**config.mk**
```make
export PLATFORM = sky130hd
export DESIGN_NAME = fetch_istruzione
export DESIGN_NICKNAME = d
export VERILOG_FILES = /design/src/rtl/fetch_istruzione_pkg.sv /design/src/rtl/fetch_istruzione_registro_pc.sv /design/src/rtl/fetch_istruzione.sv
export SDC_FILE = /design/constraint.sdc
export NUM_CORES = 1
export LEC_CHECK = 0
export BUFFER_PORTS_ARGS = -buffer_cell sky130_fd_sc_hd__buf_2
export CAP_MARGIN = 20
export CORE_ASPECT_RATIO = 0.75
export CORE_UTILIZATION = 45
export DETAILED_ROUTE_END_ITERATION = 16
export PLACE_DENSITY = 0.77
export SYNTH_ARGS = -nofsm -noshare
export SYNTH_HDL_FRONTEND = slang
export SYNTH_HIERARCHICAL = 1
export SYNTH_SLANG_ARGS = --single-unit
```
**constraint.sdc**
```tcl
create_clock -name clk -period 3 [get_ports clk]
set_input_delay 0.45 -clock clk [delete_from_list [all_inputs] [get_ports clk]]
set_output_delay 0.45 -clock clk [all_outputs]
set_load 0.05 [all_outputs]
```
**src/rtl/fetch_istruzione_pkg.sv**
```systemverilog
// Shared definitions for the instruction-fetch stage: FSM encoding,
// instruction field positions and PC offsets.
package fetch_istruzione_pkg;

    typedef enum logic [1:0] {
        ST_IDLE  = 2'd0,
        ST_FETCH = 2'd1,
        ST_ISSUE = 2'd2,
        ST_FAULT = 2'd3
    } state_t;

    localparam int COND_HI  = 31;
    localparam int COND_LO  = 28;
    localparam int OP_HI    = 27;
    localparam int OP_LO    = 26;
    localparam int FUNCT_HI = 25;
    localparam int FUNCT_LO = 20;
    localparam int RD_HI    = 15;
    localparam int RD_LO    = 12;

    localparam int PC_INCR    = 4;
    localparam int R15_OFFSET = 8;

endpackage

```
**src/rtl/fetch_istruzione_registro_pc.sv**
```systemverilog
// Program counter register with next-PC selection (sequential or branch
// target) and the PC+8 value read back as R15.
module registro_pc
    import fetch_istruzione_pkg::*;
#(
    parameter int                DATA_W   = 32,
    parameter logic [DATA_W-1:0] RESET_PC = '0
) (
    input  logic              clk,
    input  logic              rst_n,
    input  logic              load,
    input  logic              sel_target,
    input  logic [DATA_W-1:0] target,
    output logic [DATA_W-1:0] pc,
    output logic [DATA_W-1:0] pc_plus8
);

    logic [DATA_W-1:0] pc_next;

    // Both sums wrap naturally at the register width.
    assign pc_next  = sel_target ? target : pc + DATA_W'(PC_INCR);
    assign pc_plus8 = pc + DATA_W'(R15_OFFSET);

    // NOTE: state registers use non-blocking assignments so every flop
    // samples pre-edge values regardless of process ordering.
    always_ff @(posedge clk or negedge rst_n) begin
        if (!rst_n) begin
            pc <= RESET_PC;
        end else if (load) begin
            pc <= pc_next;
        end
    end

endmodule

```
**src/rtl/fetch_istruzione.sv**
```systemverilog
// Instruction-fetch stage: fetches words from a variable-latency memory,
// holds them in the instruction register and issues them to the control unit.
module fetch_istruzione
    import fetch_istruzione_pkg::*;
#(
    parameter int                DATA_W   = 32,
    parameter logic [DATA_W-1:0] RESET_PC = 32'h0000_0000
) (
    input  logic              clk,
    input  logic              rst_n,
    output logic              imem_req,
    output logic [DATA_W-1:0] imem_addr,
    input  logic              imem_ack,
    input  logic [DATA_W-1:0] imem_rdata,
    input  logic              stall,
    input  logic              pcsrc,
    input  logic [DATA_W-1:0] result,
    output logic              instr_valid,
    output logic [DATA_W-1:0] instr,
    output logic [3:0]        cond,
    output logic [1:0]        op,
    output logic [5:0]        funct,
    output logic [3:0]        rd,
    output logic [DATA_W-1:0] pc,
    output logic [DATA_W-1:0] pc_plus8,
    output logic [DATA_W-1:0] instr_count,
    output logic              fault
);

    state_t state_q, state_d;
    logic   consume;
    logic   misaligned;
    logic   capture;

    assign consume    = (state_q == ST_ISSUE) && !stall;
    assign misaligned = pcsrc && (result[1:0] != 2'b00);
    assign capture    = (state_q == ST_FETCH) && imem_ack;

    always_ff @(posedge clk or negedge rst_n) begin
        if (!rst_n) begin
            state_q <= ST_IDLE;
        end else begin
            state_q <= state_d;
        end
    end

    // NOTE: default assignment first so no path through the case infers a latch.
    always_comb begin
        state_d = state_q;
        case (state_q)
            ST_IDLE:  state_d = ST_FETCH;
            ST_FETCH: if (imem_ack) state_d = ST_ISSUE;
            ST_ISSUE: if (!stall) state_d = misaligned ? ST_FAULT : ST_FETCH;
            ST_FAULT: state_d = ST_FAULT;
            default:  state_d = ST_IDLE;
        endcase
    end

    // Moore outputs: decoded from state only, never from inputs.
    assign imem_req    = (state_q == ST_FETCH);
    assign instr_valid = (state_q == ST_ISSUE);
    assign imem_addr   = pc;

    // A misaligned branch target leaves the PC on the faulting instruction.
    registro_pc #(
        .DATA_W   (DATA_W),
        .RESET_PC (RESET_PC)
    ) u_registro_pc (
        .clk        (clk),
        .rst_n      (rst_n),
        .load       (consume && !misaligned),
        .sel_target (pcsrc),
        .target     (result),
        .pc         (pc),
        .pc_plus8   (pc_plus8)
    );

    always_ff @(posedge clk or negedge rst_n) begin
        if (!rst_n) begin
            instr       <= '0;
            instr_count <= '0;
            fault       <= 1'b0;
        end else begin
            if (capture) instr <= imem_rdata;
            if (consume) instr_count <= instr_count + 1'b1;
            if (consume && misaligned) fault <= 1'b1;
        end
    end

    assign cond  = instr[COND_HI:COND_LO];
    assign op    = instr[OP_HI:OP_LO];
    assign funct = instr[FUNCT_HI:FUNCT_LO];
    assign rd    = instr[RD_HI:RD_LO];

endmodule
```
==> results.md <==
- Most frequent cells after synthesis: dfrtp_1, buf_4, nand2_1
- Status: complete, no violations
- WP data required: 2.55 ns
- EDFF count, synth: 0
- Psw: 4.14 mW
- Finish-stage setup viols: 0
- Primary FF master, synth: dfrtp_1
- Number of nets in the layout: 868
- FF-to-FF End: u_registro_pc/pc[20]
- CP max FO: 9
- Sw frac: 55.1%
- CP Data Arrival Time: 2.42 ns
- Iter 0 DRT Violations: 325
- CTS buffer count: 9
- Skew-Pair Late Insertion Delay: 0.33 ns
- Global-route wire length before repair: 25.6 mm
- Final wirelength: 16.9 mm
- Post-Place Cell Area: 7130 sq um
- Vias per Instance: 5.47
- P&R area growth vs syn: 23.2%
- Design area: 7480 sq um
- Final period util: 95.8%
- Post-CTS setup buffer count: 0
- Number of global-route vias before repair: 4775
- Global route total overflow: 0
- Post-synth top area cell: dfrtp_1
- Max cap viols: 0
- Final-report max-slew violation count: 0
- Num ports: 248
- Antenna diodes: 0
- Starting Density: 46.5%
- CTS tree: yes
- Die H: 103 microns
- Count leader, synth: dfrtp_1
- Clk network pwr share: 16.9%
- Reg-to-Reg Start: state_q[0]
- Layout cell share with drive strength beyond 1: 44.1%
- Critical path, cell by cell: ha_1 -> and4_4 -> nand4_4 -> nor3_1 -> xor2_2 -> buf_2
- Sink Count: 99
- Clock skew: 0.00694 ns
- Crit. End Element: primary output
- Critical path startpoint category: flop
- Synthesized Nets: 679
- IO Port Bufs: 247
- Die ar.: 14000 sq um
- Filler Cell Count: 1174
- Clk buf depth: 2
- Seq pwr share: 27.5%
- CP Class: flop to primary output
- GP Congestion: 0.897
- Gr usage total: 23.7%
- CP peak stage delay: 0.47 ns
- Via count: 5313
- Critical path's slowest cell: dfrtp_1
- Antenna Nets Post-Route: 0
- Combinational share of power: 55.5%
- RSZ-0062 raised after global routing: false
- DR pass1 iterations: 5
- #FFs+latches synth: 99
- Htree depth: 3
- CTS Hold Bufs: 0
- Worst min path class: input pin to asynchronous set/reset pin
- Average wire per standard cell: 17.4 microns
- Die Wd: 136 microns
- Clock-pin slew on the worst setup and hold paths: 0.07 ns
- Tmin final: 2.87 ns
- Post_cts resized: 0
- Int Pwr: 3.37 mW
- Worst reg-to-reg setup slack: 0.78 ns
- Yosys top cell area share: 40.8%
- Synth warnings: 6
- Leak: 3.64 nW
- Initial antenna violation count: 0
- Row count: 36
- Residual DRC count: 0
- Core region area: 13100 sq um
- Cell Area, Synth: 6070 sq um
- PwrDens: 1000 nW/um^2
- Synth cell types: 65
- Post-synthesis cell count: 606
- Clk root buf: clkbuf_16
- Syn Area/Cell: 10.0 sq um
- Slew at the pin with the worst max-slew slack: 0.719 ns
- Asr flop ratio synth: 100%
- Rel. slew slack: 51.6%
- Post-DP HPWL: 12.8 mm
- F_max: 348 MHz
- Max VDD drop: 0.807 mV
- TNS Setup: 0 ns
- Post-synthesis sequential area ratio: 40.8%
- Largest net degree at the start of global routing: 55
- R2R cell count: 7
- Top post-synthesis cells by area: dfrtp_1, buf_4, mux2_2
- Hold Fails Final Rpt: 0
[stage by stage]
step | worst slack (ns) | std cells | total power [mW] | util (%) | hold WS (ns)
after global placement | 0.545 | 955 | 6.21 | 54.6 | 0.440
final | 0.127 | 971 | 7.51 | 57.2 | 0.164
after CTS | 0.125 | 971 | 7.56 | 57.2 | 0.171
after detailed placement | 0.513 | 955 | 6.26 | 54.6 | 0.442
after global routing | 0.00763 | 971 | 7.85 | 57.2 | 0.203
after floorplan | 0.00509 | 606 | 5.58 | - | 0.154
[worst max path at each step]
stage / start / end / slack (ns) / cells past startpoint
6_report: u_registro_pc/pc[4] / pc_plus8[27] / 0.13 / 6
5_1_grt: u_registro_pc/pc[21] / pc_plus8[28] / 0.008 / 5
4_1_cts: u_registro_pc/pc[4] / pc_plus8[27] / 0.12 / 6
3_5_place_dp: u_registro_pc/pc[4] / pc_plus8[27] / 0.51 / 6
3_3_place_gp: u_registro_pc/pc[4] / pc_plus8[27] / 0.54 / 6
2_1_floorplan: u_registro_pc/pc[17] / pc_plus8[28] / 0.005 / 5
[layout by cell type, fill, tap and decap left out, drive strengths merged, types with 5 or more instances in the layout]
master / count
dfrtp: 99
inv: 23
clkbuf: 10
xnor2: 31
nor2: 28
o21ai: 19
and4: 12
nor3: 19
and2: 5
and3: 7
nor4: 20
nand2: 34
a22o: 5
or3: 5
mux2: 33
xor2: 27
a21oi: 18
or4: 5
buf: 267
nand4: 34
nand3: 33
[power groups by stage]
stage          logic (mW)  clock network, mW  registers, mW
6_report             4.17               1.27           2.07
5_1_grt              4.36               1.36           2.13
4_1_cts              4.18               1.33           2.06
3_5_place_dp         4.17                  0           2.09
3_3_place_gp         4.16                  0           2.05
2_1_floorplan        2.33                  0           3.26
[metal layers]
layer | wire, microns | vias up | GRT usage (%)
met5 | 0 | - | 0
met1 | 7940 | 2530 | 35.1
met4 | 215 | 0 | 6.41
li1 | - | 2522 | -
met3 | 1340 | 18 | 6.10
met2 | 7370 | 243 | 34.0
[cells by family (layout without fill, tap and decap cells)]
group / after synthesis / in the layout / synth area share [%]
compound gates: 84 / 84 / 9.44
mux: 34 / 34 / 6.29
xor+xnor: 58 / 58 / 8.37
buf+inv: 110 / 304 / 10.9
simple gates: 217 / 217 / 23.3
fa+ha+maj: 4 / 4 / 0.825
flops: 99 / 99 / 40.8
[critical path: cells and delay by family, from the launching register on]
family	cells	cell delay [ns]
XOR/XNOR	1	0.15
adder cells (fa/ha/maj)	1	0.30
buffers and inverters	1	0.27
flip-flops	1	0.47
AND/OR/NAND/NOR	3	0.89
[layout make-up]
class                   instances  area [sq um]  area share [%]
repair buffers                267          1390            18.6
multi-input cells             397          2980            39.9
well taps                     171           214            2.86
clock inverters                 6          95.1            1.27
clock buffers                  10           239            3.20
inverters                      21          78.8            1.05
flip-flops and latches         99          2480            33.2
[flip-flops by register name (all words and copies together) (netlist names)]
signal / count
instr: 32
state_q: 2
u_registro_pc/pc: 32
instr_count: 32
fault: 1
No activity file was read; power rests on OpenSTA's default activity.
